<file path="config.mk">
export PLATFORM = sky130hd
export DESIGN_NAME = itmult_arb2_flat
export DESIGN_NICKNAME = d
export VERILOG_FILES = /design/src/rtl/itmult_arb2_pkg.sv /design/src/rtl/itmult_arb2_if.sv /design/src/rtl/itmult_arb2_rr_arb2.sv /design/src/rtl/itmult_arb2.sv /design/src/flat_wrapper.sv
export SDC_FILE = /design/constraint.sdc
export NUM_CORES = 1
export LEC_CHECK = 0
export ABC_AREA = 0
export BUFFER_PORTS_ARGS = -buffer_cell sky130_fd_sc_hd__buf_2
export CAP_MARGIN = 20
export CORE_ASPECT_RATIO = 1.5
export CORE_MARGIN = 3
export CORE_UTILIZATION = 41
export CTS_CLUSTER_DIAMETER = 80
export DETAILED_ROUTE_END_ITERATION = 10
export GPL_TIMING_DRIVEN = 0
export HOLD_SLACK_MARGIN = 0.03
export PLACE_DENSITY = 0.75
export SLEW_MARGIN = 20
export SYNTH_ARGS = -nofsm -noshare
export SYNTH_HDL_FRONTEND = slang
export SYNTH_SLANG_ARGS = --single-unit
</file>
<file path="constraint.sdc">
create_clock -name clk -period 1.55 [get_ports clk]
set_input_delay 0.155 -clock clk [delete_from_list [all_inputs] [get_ports clk]]
set_output_delay 0.155 -clock clk [all_outputs]
set_load 0.1 [all_outputs]
</file>
<file path="src/rtl/itmult_arb2_pkg.sv">
// Shared definitions for the itmult_arb2 two-client multiplier sequencer.
//   state_e    sequencer states (encodings fixed; other blocks decode them)
//   cnt_width  width of the RUN-cycle counter for a given timeout
package itmult_arb2_pkg;

  typedef enum logic [1:0] {
    ST_IDLE = 2'd0,
    ST_LOAD = 2'd1,
    ST_RUN  = 2'd2,
    ST_DONE = 2'd3
  } state_e;

  // Counter must hold 0..tmo; never collapse to a zero-width vector.
  function automatic int unsigned cnt_width(input int unsigned tmo);
    return (tmo < 1) ? 1 : $clog2(tmo + 1);
  endfunction

endpackage

</file>
<file path="src/rtl/itmult_arb2_if.sv">
// Bundle of the client-side and multiplier-side signals of itmult_arb2.
//   slave  : the arbiter (consumes requests and itmult results, drives grants/results/itmult)
//   master : the environment (clients plus itmult)
// Client side : req0/a0/b0, req1/a1/b1 in; gnt0/gnt1, rsp0/rsp1, p, err, busy out.
// itmult side : mul_a, mul_b, mul_start out; mul_fin, mul_hm, mul_lm in.
interface itmult_arb2_if #(
  parameter int unsigned SIZE = 6
);

  logic              req0;
  logic [SIZE-1:0]   a0;
  logic [SIZE-1:0]   b0;
  logic              req1;
  logic [SIZE-1:0]   a1;
  logic [SIZE-1:0]   b1;
  logic              gnt0;
  logic              gnt1;
  logic              rsp0;
  logic              rsp1;
  logic [2*SIZE-1:0] p;
  logic              err;
  logic              busy;
  logic [SIZE-1:0]   mul_a;
  logic [SIZE-1:0]   mul_b;
  logic              mul_start;
  logic              mul_fin;
  logic [SIZE-1:0]   mul_hm;
  logic [SIZE-1:0]   mul_lm;

  modport slave (
    input  req0, a0, b0, req1, a1, b1, mul_fin, mul_hm, mul_lm,
    output gnt0, gnt1, rsp0, rsp1, p, err, busy, mul_a, mul_b, mul_start
  );

  modport master (
    output req0, a0, b0, req1, a1, b1, mul_fin, mul_hm, mul_lm,
    input  gnt0, gnt1, rsp0, rsp1, p, err, busy, mul_a, mul_b, mul_start
  );

endinterface

</file>
<file path="src/rtl/itmult_arb2_rr_arb2.sv">
// Combinational two-way round-robin pick.
//   ptr  : preferred requester when both request (0 or 1)
//   req0 : requester 0 request
//   req1 : requester 1 request
//   gnt  : index of the winner; only meaningful when req0 | req1
module itmult_arb2_rr_arb2 (
  input  logic ptr,
  input  logic req0,
  input  logic req1,
  output logic gnt
);

  always_comb begin
    gnt = 1'b0;
    if (req0 && req1) begin
      gnt = ptr;
    end else if (req1) begin
      gnt = 1'b1;
    end
  end

endmodule

</file>
<file path="src/rtl/itmult_arb2.sv">
// Sequencer and round-robin arbiter sharing one iterative multiplier (itmult)
// between two requesters. The winner's operands are latched, itmult is loaded
// (start low for one cycle) and then run (start high) until fin or timeout,
// and {HM,LM} is returned to the winner with a one-cycle rsp pulse.
// Ports:
//   clk    rising-edge clock
//   reset  asynchronous, active-low reset
//   bus    itmult_arb2_if.slave: client requests/results and itmult handshake
module itmult_arb2
  import itmult_arb2_pkg::*;
#(
  parameter int unsigned SIZE = 6,
  parameter int unsigned TMO  = SIZE + 2
) (
  input logic            clk,
  input logic            reset,
  itmult_arb2_if.slave   bus
);

  localparam int unsigned CW = cnt_width(TMO);
  // The edge that closes the TMO-th RUN cycle without fin aborts the op.
  localparam logic [CW-1:0] CNT_LAST = CW'(TMO - 1);

  state_e            state_q, state_d;
  logic              win_q, win_d;
  logic              ptr_q, ptr_d;
  logic [CW-1:0]     cnt_q, cnt_d;
  logic [SIZE-1:0]   opa_q, opa_d;
  logic [SIZE-1:0]   opb_q, opb_d;
  logic [2*SIZE-1:0] p_q, p_d;
  logic              err_q, err_d;
  logic              pick;
  logic              any_req;
  logic              run_tmo;

  assign any_req = bus.req0 | bus.req1;
  assign run_tmo = (cnt_q == CNT_LAST);

  itmult_arb2_rr_arb2 u_rr (
    .ptr  (ptr_q),
    .req0 (bus.req0),
    .req1 (bus.req1),
    .gnt  (pick)
  );

  // State register.
  always_ff @(posedge clk or negedge reset) begin
    if (!reset) begin
      state_q <= ST_IDLE;
    end else begin
      state_q <= state_d;
    end
  end

  // Next-state logic; fin has priority over the timeout at the same edge.
  always_comb begin
    state_d = state_q;
    unique case (state_q)
      ST_IDLE: if (any_req) state_d = ST_LOAD;
      ST_LOAD: state_d = ST_RUN;
      ST_RUN:  if (bus.mul_fin || run_tmo) state_d = ST_DONE;
      ST_DONE: state_d = ST_IDLE;
      default: state_d = ST_IDLE;
    endcase
  end

  // Datapath next values: winner, pointer, operands, counter, result.
  always_comb begin
    win_d = win_q;
    ptr_d = ptr_q;
    cnt_d = cnt_q;
    opa_d = opa_q;
    opb_d = opb_q;
    p_d   = p_q;
    err_d = err_q;
    unique case (state_q)
      ST_IDLE: begin
        if (any_req) begin
          win_d = pick;
          opa_d = pick ? bus.a1 : bus.a0;
          opb_d = pick ? bus.b1 : bus.b0;
        end
      end
      ST_LOAD: cnt_d = '0;
      ST_RUN: begin
        cnt_d = cnt_q + 1'b1;
        if (bus.mul_fin) begin
          p_d   = {bus.mul_hm, bus.mul_lm};
          err_d = 1'b0;
        end else if (run_tmo) begin
          p_d   = '0;
          err_d = 1'b1;
        end
      end
      ST_DONE: ptr_d = ~win_q;
      default: ;
    endcase
  end

  always_ff @(posedge clk or negedge reset) begin
    if (!reset) begin
      win_q <= 1'b0;
      ptr_q <= 1'b0;
      cnt_q <= '0;
      opa_q <= '0;
      opb_q <= '0;
      p_q   <= '0;
      err_q <= 1'b0;
    end else begin
      win_q <= win_d;
      ptr_q <= ptr_d;
      cnt_q <= cnt_d;
      opa_q <= opa_d;
      opb_q <= opb_d;
      p_q   <= p_d;
      err_q <= err_d;
    end
  end

  // Outputs decoded from state; win_q is only looked at while busy.
  always_comb begin
    bus.busy      = (state_q != ST_IDLE);
    bus.gnt0      = (state_q != ST_IDLE) && !win_q;
    bus.gnt1      = (state_q != ST_IDLE) && win_q;
    bus.rsp0      = (state_q == ST_DONE) && !win_q;
    bus.rsp1      = (state_q == ST_DONE) && win_q;
    bus.mul_start = (state_q == ST_RUN);
    bus.mul_a     = opa_q;
    bus.mul_b     = opb_q;
    bus.p         = p_q;
    bus.err       = err_q;
  end

endmodule

</file>
<file path="src/flat_wrapper.sv">
// flat-port wrapper written by rule: the top's interface ports become plain ports
module itmult_arb2_flat import itmult_arb2_pkg::*;
#(
  parameter int unsigned SIZE = 6,
  parameter int unsigned TMO  = SIZE + 2
)
  (clk, reset, bus_req0, bus_a0, bus_b0, bus_req1, bus_a1, bus_b1, bus_mul_fin, bus_mul_hm, bus_mul_lm, bus_gnt0, bus_gnt1, bus_rsp0, bus_rsp1, bus_p, bus_err, bus_busy, bus_mul_a, bus_mul_b, bus_mul_start);
  itmult_arb2_if #(.SIZE(SIZE)) bus_i ();
  input logic clk;
  input logic reset;
  input wire logic [$bits(bus_i.req0)-1:0] bus_req0;
  input wire logic [$bits(bus_i.a0)-1:0] bus_a0;
  input wire logic [$bits(bus_i.b0)-1:0] bus_b0;
  input wire logic [$bits(bus_i.req1)-1:0] bus_req1;
  input wire logic [$bits(bus_i.a1)-1:0] bus_a1;
  input wire logic [$bits(bus_i.b1)-1:0] bus_b1;
  input wire logic [$bits(bus_i.mul_fin)-1:0] bus_mul_fin;
  input wire logic [$bits(bus_i.mul_hm)-1:0] bus_mul_hm;
  input wire logic [$bits(bus_i.mul_lm)-1:0] bus_mul_lm;
  output wire logic [$bits(bus_i.gnt0)-1:0] bus_gnt0;
  output wire logic [$bits(bus_i.gnt1)-1:0] bus_gnt1;
  output wire logic [$bits(bus_i.rsp0)-1:0] bus_rsp0;
  output wire logic [$bits(bus_i.rsp1)-1:0] bus_rsp1;
  output wire logic [$bits(bus_i.p)-1:0] bus_p;
  output wire logic [$bits(bus_i.err)-1:0] bus_err;
  output wire logic [$bits(bus_i.busy)-1:0] bus_busy;
  output wire logic [$bits(bus_i.mul_a)-1:0] bus_mul_a;
  output wire logic [$bits(bus_i.mul_b)-1:0] bus_mul_b;
  output wire logic [$bits(bus_i.mul_start)-1:0] bus_mul_start;
  assign bus_i.req0 = bus_req0;
  assign bus_i.a0 = bus_a0;
  assign bus_i.b0 = bus_b0;
  assign bus_i.req1 = bus_req1;
  assign bus_i.a1 = bus_a1;
  assign bus_i.b1 = bus_b1;
  assign bus_i.mul_fin = bus_mul_fin;
  assign bus_i.mul_hm = bus_mul_hm;
  assign bus_i.mul_lm = bus_mul_lm;
  assign bus_gnt0 = bus_i.gnt0;
  assign bus_gnt1 = bus_i.gnt1;
  assign bus_rsp0 = bus_i.rsp0;
  assign bus_rsp1 = bus_i.rsp1;
  assign bus_p = bus_i.p;
  assign bus_err = bus_i.err;
  assign bus_busy = bus_i.busy;
  assign bus_mul_a = bus_i.mul_a;
  assign bus_mul_b = bus_i.mul_b;
  assign bus_mul_start = bus_i.mul_start;
  itmult_arb2 #(.SIZE(SIZE), .TMO(TMO)) u_core (.clk(clk), .reset(reset), .bus(bus_i));
endmodule
</file>
==> results of run 1 <==
## cells in the mapped netlist, drive strengths merged (2+ instances only)
| cell type | count |
|---|---|
| nand3 | 17 |
| ha | 4 |
| mux2 | 2 |
| and2 | 2 |
| clkbuf | 5 |
| dfrtp | 33 |
| a31oi | 12 |
| nand2b | 2 |
| inv | 9 |
| buf | 5 |
| o21ai | 16 |
| nor2b | 2 |
| nor2 | 15 |
| a22o | 12 |
## routing by layer
| metal | vias to the layer above | share of wire, % |
|---|---|---|
| li1 | 679 | - |
| met2 | 63 | 48 |
| met4 | 0 | 0.69 |
| met3 | 4 | 7.6 |
| met1 | 586 | 44 |
| met5 | - | 0 |
## placed cells by master, fill, tap and decap left out, drive strengths merged
cell type	n
buf	75
dfrtp	33
nand3	17
o21ai	16
nor2	15
a31oi	12
a22o	12
clkbuf	12
inv	9
ha	4
and2	2
nand2b	2
nor2b	2
mux2	2
o21a	1
and3b	1
o32a	1
o22a	1
nand3b	1
o2bb2ai	1
a21oi	1
o221ai	1
o32ai	1
dlygate4sd3	1
## what timing repair did
item | in CTS | in global routing
endpoints found under the setup margin | 14 | 25
resized for setup | 10 | 7
hold buffers | 1 | 0
pin swaps | 1 | 2
endpoints found under the hold margin | 33 | 0
## layout make-up
cell class / instances / area share (%)
Buffer: 9 / 2.65
Sequential cell: 33 / 39.7
Inverter: 9 / 1.74
Multi-Input combinational cell: 93 / 30.4
Clock buffer: 7 / 4.15
Tap cell: 42 / 2.53
Timing Repair Buffer: 72 / 18.8
## cell families (layout without fill, tap and decap cells)
family                   after synthesis  after routing  synth area share (%)
AND/OR/NAND/NOR                       40             40                  13.1
multiplexers                           2              2                  1.76
flip-flops                            33             33                  55.3
AO/OA/AOI/OAI                         47             47                  21.3
buffers and inverters                 19             97                  5.28
adder cells (fa/ha/maj)                4              4                  3.35
## metrics by stage
stage,setup TNS (ns),std cells,setup slack (ns)
after global routing,-0.00765,265,-0.00765
after floorplan,-0.619,145,-0.131
after detailed placement,-0.229,258,-0.0453
final,0,265,0.0662
after global placement,-0.0214,258,-0.0214
after CTS,0,266,0.00957
## how the worst min path moves through the flow
stage | to | start | cells past startpoint
2_1_floorplan | u_core.bus.err | reset | 0
3_3_place_gp | u_core.bus.p[0] | reset | 1
3_5_place_dp | u_core.bus.p[0] | reset | 1
4_1_cts | u_core.bus.p[4] | bus_mul_lm[4] | 2
5_1_grt | u_core.bus.p[10] | bus_mul_hm[4] | 2
6_report | u_core.bus.p[2] | bus_mul_lm[2] | 2
## worst max-delay path: cells and delay by family, from the launching register on
kind | cells | cell delay, ns
flops | 1 | 0.45
buf+inv | 1 | 0.22
simple gates | 1 | 0.16
fa+ha+maj | 1 | 0.22
## registers in the layout (all words and copies together), names as in the netlist
register,flops
u_core.cnt_q,4
u_core.state_q,2
u_core.bus.mul_a,6
u_core.ptr_q,1
u_core.win_q,1
u_core.bus.err,1
u_core.bus.p,12
u_core.bus.mul_b,6
==> metrics, run 1 <==
Worst R2R End=u_core.state_q[1]; status=complete, no violations; Synth warnings=0; clock tree buffer depth=2; DR vias=1332; slowest stage delay, CP=0.45 ns; Global Route Usage Sum=~18%; Max Clk Rate=674 MHz; fraction of layout cells with a size suffix above 1=43.0%; highest-delay cell along the critical path=dfrtp_2; Avg Cell Area, Syn=~10 um2; Area Growth Syn to Fin=39.3%; RSZ-0062 raised after global routing=true; Die ar.=approximately 0.0044 mm2; via-per-instance ratio=around 5; post-synth top area cell=dfrtp_1; worst-skew pair later-pin latency=0.27 ns; final setup violation count=0; Cell Rows=26; GPL Wtd Cong=0.719; drt pass-1 iters=4; Hold Path Class=input pin to flip-flop; final worst clock skew=roughly 0.0061 ns; Gate Count Post-Synth=around 150; Max-slew headroom=roughly 53%; antenna violations before repair=0; H-tree levels=2; drt drc=0; Critical Path End=bus_rsp1; number of fill cells=between 300 and 400; Initial Util=43.3%; ys flop type=dfrtp_1; Tmin final=between 1 and 1.5 ns; area of the multi-input gates=632 um2; first-pass GRT wire length=6440 um; Die Height=79.9 um; Layout Nets=268; Seq cells post-synth=33; met3 Usage GRT=5.02%; Antenna Cells=0; clk root buf=clkbuf_8; Yosys top cell area share=55.3%; pin count of the biggest net entering global routing=34; I/O pins=72; clk sinks=33; path type of the worst setup path=flip-flop to output pin; Mapped Area=0.00149 mm2; number of synthesized flops with an enable pin=0; worst r2r src=u_core.cnt_q[0]; WL per Instance=13.1 um; Worst R2R Path Depth=4; number of port buffers=71; Worst setup startpoint=u_core.state_q[1]; sequential fraction of the synthesis area=55.3%; CTS tree=yes; met2 usage=31.5%; cell area after layout=~0.0021 mm2; crit end category=output pin; syn_nets=190; hold_ws=about 0.11 ns; largest cells by area after synthesis=dfrtp_1, a22o_1, nand3_1; Worst Tran Pin Value=0.709 ns; Sequential Area=827 um2; fin util=60.3%; cell area after placement=0.00195 mm2; WL final=roughly 3500 um; Max Slew Vio Count=0; final hold violations=0; GRT met1 Usage=between 20% and 30%; startpoint class of the critical path=flip-flop; vias in the first global route=1552; HPWL after detailed placement=2710 um; CORE AREA=0.00345 mm2; die width=between 50 and 60 um; CP Max Fanout=4; Post-CTS Setup Bufs=0; TritonCTS buffer count=5; max_cap viols=0; CP Data Arrival Time=1.33 ns; initial drt markers=36; clk slew on worst S/H paths=0.06 ns; busiest grt layer=met2; post-synth cell types=27; fin crit share=95.7%; asr flop ratio synth=100%; R2R setup slack=0.07 ns; Final ANT Viol Nets=0; total global routing overflow=0; CP required=about 1.4 ns; CP cell instances=ha_1 > and2_1 > buf_4
Power of run 1 is left out: the tool's default activity adds up to more than one toggle a clock period on the data nets, which glitch-free logic cannot reach.
==> run 2: changes to the inputs <==
CAP_MARGIN = 10   (was 20)
CORE_ASPECT_RATIO = 0.5   (was 1.5)
GPL_TIMING_DRIVEN = 1   (was 0)
==> metrics, run 2 (same netlist as run 1, synthesis figures left out) <==
status=complete, no violations; sum of negative setup slack=0 ns (unchanged); CP cell instances=inv_2 > ha_4 > inv_4 > o32a_1 > mux2_4; H-tree levels=2 (unchanged); Global Route Usage Sum=18.7% (+0.56 points); CP required=1.72 ns (+0.33 ns); commonest cells after routing, fill and taps aside=buf_2, dfrtp_1, nand3_1; Critical Path End=u_core.state_q[1]; WL final=3980 um (+14%); antenna violations before repair=0 (unchanged); final worst clock skew=0.00818 ns (+0.00210 ns); total global routing overflow=0 (unchanged); final setup violation count=0 (unchanged); CP Data Arrival Time=1.69 ns (+0.36 ns); number of port buffers=71 (unchanged); final hold violations=0 (unchanged); Worst R2R Path Depth=5 (+1); Die Height=48.7 um (-39%); fin crit share=98.1% (+2.3 points); Initial Util=46.1% (+2.8 points); crit end category=flip-flop; clock tree buffer depth=2 (unchanged); Tmin final=1.52 ns (+0.0363 ns); highest-delay cell along the critical path=dfrtp_1; clk root buf=clkbuf_8; Antenna Cells=0 (unchanged); startpoint class of the critical path=flip-flop; Worst R2R End=u_core.state_q[1]; first-pass GRT wire length=6660 um (+3.4%); Largest register FFs=12 (unchanged); Layout Nets=268 (unchanged); GPL Wtd Cong=0.781 (+8.6%); drt pass-1 iters=4 (unchanged); Hold Startpoint=bus_mul_hm[4]; slowest stage delay, CP=0.41 ns (-0.04 ns); area of the multi-input gates=642 um2 (+1.6%); fraction of layout cells with a size suffix above 1=43.8% (+0.70 points); Area Growth Syn to Fin=49.4%; Sequential Area=826 um2 (-0.15%); clk slew on worst S/H paths=0.07 ns (about the same); DR vias=1396 (+4.8%); TritonCTS buffer count=5 (unchanged); die width=91.4 um (+65%); Max Clk Rate=658 MHz (-2.4%); I/O pins=72 (unchanged); worst-skew pair later-pin latency=0.29 ns (+0.02 ns); R2R setup slack=0.03 ns (-0.04 ns); Worst setup startpoint=u_core.state_q[0]; Hold Path Class=input pin to flip-flop; path type of the worst setup path=flip-flop to flip-flop; Max Slew Vio Count=0 (unchanged); Max-slew headroom=51.6% (-1.2 points); Worst Tran Pin Value=0.726 ns (+0.0178 ns); max_cap viols=0 (unchanged); pin count of the biggest net entering global routing=34 (unchanged); most common cell after layout, fill and taps aside=buf_2; worst r2r src=u_core.state_q[0]; initial drt markers=24 (-33%); drt drc=0 (unchanged); Cell Rows=14 (-46%); number of fill cells=234 (-26%); Die ar.=0.00445 mm2 (+0.66%); via-per-instance ratio=5.13 (+2.1%); WL per Instance=14.6 um (+11%); vias in the first global route=1446 (-6.8%); CTS tree=yes; CORE AREA=0.00324 mm2 (-6.0%); Final ANT Viol Nets=0 (unchanged); HPWL after detailed placement=2930 um (+8.2%); clk sinks=33 (unchanged); CP Max Fanout=3 (-1)
run 2: changes by cell type in the layout (fill, tap and decap cells not counted), moves of 2 or more:
cell	change
buf_12	+8
nor2_4	+2
buf_6	-3
clkbuf_1	-3
nor2_2	-2
run 2: how the worst min path moves through the flow:
stage,endpoint,slack (ns),cells after the start
2_1_floorplan,u_core.bus.err,-0.14,0
3_3_place_gp,u_core.bus.p[10],0.24,1
3_5_place_dp,u_core.bus.p[4],0.26,1
4_1_cts,u_core.bus.p[10],0.08,2
5_1_grt,u_core.bus.p[4],0.08,2
6_report,u_core.bus.p[10],0.09,2
run 2: layout make-up:
type | instances | area share [%]
sequential | 33 | 37.0
multi-input combinational | 93 | 28.8
timing repair buffer | 81 | 24.7
clock buffer | 7 | 3.87
tap | 48 | 2.69
inverter | 9 | 1.63
clock inverter | 1 | 1.35
run 2: critical path: cells and delay by family, from the launching register on:
family | cells | cell delay (ns)
adders and majority gates | 1 | 0.16
AOI/OAI and AO/OA | 1 | 0.37
buffers and inverters | 2 | 0.16
DFF | 1 | 0.41
muxes | 1 | 0.31
run 2: per-stage QoR:
stage	instance area [um2]	cells	setup slack (ns)	hold slack, ns	utilization (%)
finish	2230	272	0.0299	0.0932	68.9
global route	2230	272	-0.0215	0.0824	68.9
CTS	2220	271	-0.0134	0.0847	68.4
detailed placement	2070	261	-0.0194	0.259	63.9
global placement	2070	261	0.0461	0.242	63.9
floorplan	1540	145	-0.131	-0.141	-
run 2: routing by layer:
layer | vias to the layer above | track usage, % | wire length, um | part of all wire [%]
met2 | 44 | 32.6 | 2060 | 52
met3 | 11 | 4.49 | 174 | 4.4
li1 | 678 | - | - | -
met1 | 663 | 22.3 | 1680 | 42
met4 | 0 | 7.75 | 70 | 1.8
met5 | - | 0 | 0 | 0
run 2: timing repair:
action                                 CTS  global route
pin swaps                                0             2
hold buffers                             1             0
setup buffers                            1             1
endpoints found under the hold margin   33             0
resized for setup                        3             3
setup endpoints to repair                4             5
Power of run 2 is left out for the same reason.
==> run 3: changes to the inputs <==
==> constraint.sdc (replaced) <==
create_clock -name clk -period 1.55 [get_ports clk]
set_input_delay 0.0775 -clock clk [delete_from_list [all_inputs] [get_ports clk]]
set_output_delay 0.0775 -clock clk [all_outputs]
set_load 0.1 [all_outputs]
==> metrics, run 3 (same netlist as run 1, synthesis figures left out) <==
cell area after layout=0.00229 mm2 (+2.4%); R2R setup slack=0.05 ns (+0.02 ns); CTS tree=yes; CP Max Fanout=3 (unchanged); fin util=70.5% (+1.7 points); Tmin final=1.50 ns (-0.0192 ns); CP Data Arrival Time=1.67 ns (-0.02 ns); Die Height=48.7 um (unchanged); startpoint class of the critical path=flip-flop; Worst Hold End=u_core.bus.p[3]; CP required=1.72 ns (about the same); commonest cells after routing, fill and taps aside=buf_2, dfrtp_1, nand3_1; GPL Wtd Cong=0.729 (-6.6%); DR vias=1417 (+1.5%); Worst Tran Pin Value=0.737 ns (+0.0104 ns); Max Clk Rate=666 MHz (+1.3%); Final ANT Viol Nets=0 (unchanged); final hold violations=0 (unchanged); worst hold path cell count=2 (unchanged); antenna violations before repair=0 (unchanged); Global Route Usage Sum=19.3% (+0.60 points); first-pass GRT wire length=6760 um (+1.6%); setup slack after layout=0.0491 ns (+0.0192 ns); total global routing overflow=0 (unchanged); Antenna Cells=0 (unchanged); number of port buffers=71 (unchanged); clk slew on worst S/H paths=0.07 ns (about the same); clock tree buffer depth=2 (unchanged); vias in the first global route=1355 (-6.3%); non-filler cells, final=281 (+3.3%); Max-slew headroom=50.9% (-0.70 points); H-tree levels=2 (unchanged); worst r2r src=u_core.state_q[0]; Worst R2R End=u_core.state_q[1]; fin crit share=96.8% (-1.2 points); WL final=4090 um (+2.8%); Placed Cells incl. Taps=261 (unchanged); I/O pins=72 (unchanged); WL per Instance=14.6 um (-0.46%); max_cap viols=0 (unchanged); cell area after placement=0.00208 mm2 (+0.24%); initial drt markers=37 (+54%); crit end category=flip-flop; pin count of the biggest net entering global routing=34 (unchanged); clk root buf=clkbuf_8; Cell Rows=14 (unchanged); Area Growth Syn to Fin=53.0%; HPWL after detailed placement=2810 um (-4.2%); final worst clock skew=0.00615 ns (-0.00203 ns); Worst R2R Path Depth=5 (unchanged); die width=91.4 um (unchanged); Place WS=0.00579 ns (+0.0252 ns); Hold Path Class=input pin to flip-flop; worst-skew pair later-pin latency=0.29 ns (about the same); Max Slew Vio Count=0 (unchanged); fraction of layout cells with a size suffix above 1=41.2% (-2.5 points); final setup violation count=0 (unchanged); Die ar.=0.00445 mm2 (unchanged); Initial Util=46.1% (unchanged); TritonCTS buffer count=5 (unchanged); Layout Nets=277 (+3.4%); CORE AREA=0.00324 mm2 (unchanged); via-per-instance ratio=5.04 (-1.7%); Hold Startpoint=bus_mul_lm[3]; path type of the worst setup path=flip-flop to flip-flop; status=complete, no violations; Largest register FFs=12 (unchanged); most common cell after layout, fill and taps aside=buf_2; drt pass-1 iters=4 (unchanged); clk sinks=33 (unchanged); drt drc=0 (unchanged)
-- run 3: cell types whose count changed in the layout (fill, tap and decap cells not counted) --
cell / before / now
and2_1: 1 / 2
and2_4: 1 / 0
buf_4: 6 / 5
buf_6: 1 / 0
bufinv_16: 1 / 0
clkbuf_1: 1 / 0
clkbuf_8: 6 / 5
clkinv_2: 0 / 2
clkinvlp_4: 0 / 1
dlygate4sd3_1: 1 / 12
nor2b_2: 0 / 1
nor2b_4: 1 / 0
-- run 3: how the worst max path moves through the flow --
| stage | from | slack (ns) | endpoint | cells after the start |
|---|---|---|---|---|
| floorplan | u_core.state_q[0] | -0.13 | u_core.state_q[1] | 6 |
| global placement | u_core.state_q[0] | 0.07 | u_core.state_q[1] | 5 |
| detailed placement | u_core.state_q[0] | 0.006 | u_core.state_q[1] | 5 |
| CTS | u_core.state_q[0] | 0.005 | u_core.state_q[1] | 5 |
| global route | u_core.state_q[0] | -0.008 | u_core.bus.mul_b[5] | 7 |
| finish | u_core.state_q[0] | 0.05 | u_core.state_q[1] | 5 |
-- run 3: timing repair --
item,CTS,global route
endpoints found under the setup margin,0,17
endpoints found under the hold margin,44,0
gates resized for setup,0,2
setup buffers,0,0
hold buffers,12,0
-- run 3: layout make-up --
cell class,instances,area [um2]
clock buffers,5,68.8
well taps,48,60.1
clock inverters,3,17.5
inverters,9,36.3
flip-flops and latches,33,826
fillers,243,955
repair buffers,90,643
multi-input cells,93,634
-- run 3: metal layers --
metal	up-vias	track usage, %	share of wire, %
met1	680	24.9	44
met2	38	32.6	51
met3	2	4.80	4.6
met5	-	0	0
li1	697	-	-
met4	0	5.25	0.42
-- run 3: metrics by stage --
stage | TNS, ns | hold slack (ns)
final | 0 | 0.0300
after global routing | -0.0166 | 0.0328
after CTS | 0 | 0.0319
after detailed placement | 0 | 0.172
after global placement | 0 | 0.164
after floorplan | -0.449 | -0.218
-- run 3: worst max-delay path: stages, from the launching register on --
cell and delay, ns:
dfrtp_1 0.41, inv_2 0.11, ha_4 0.16, inv_4 0.03
o32a_1 0.37, mux2_4 0.31
Power of run 3 is left out for the same reason.
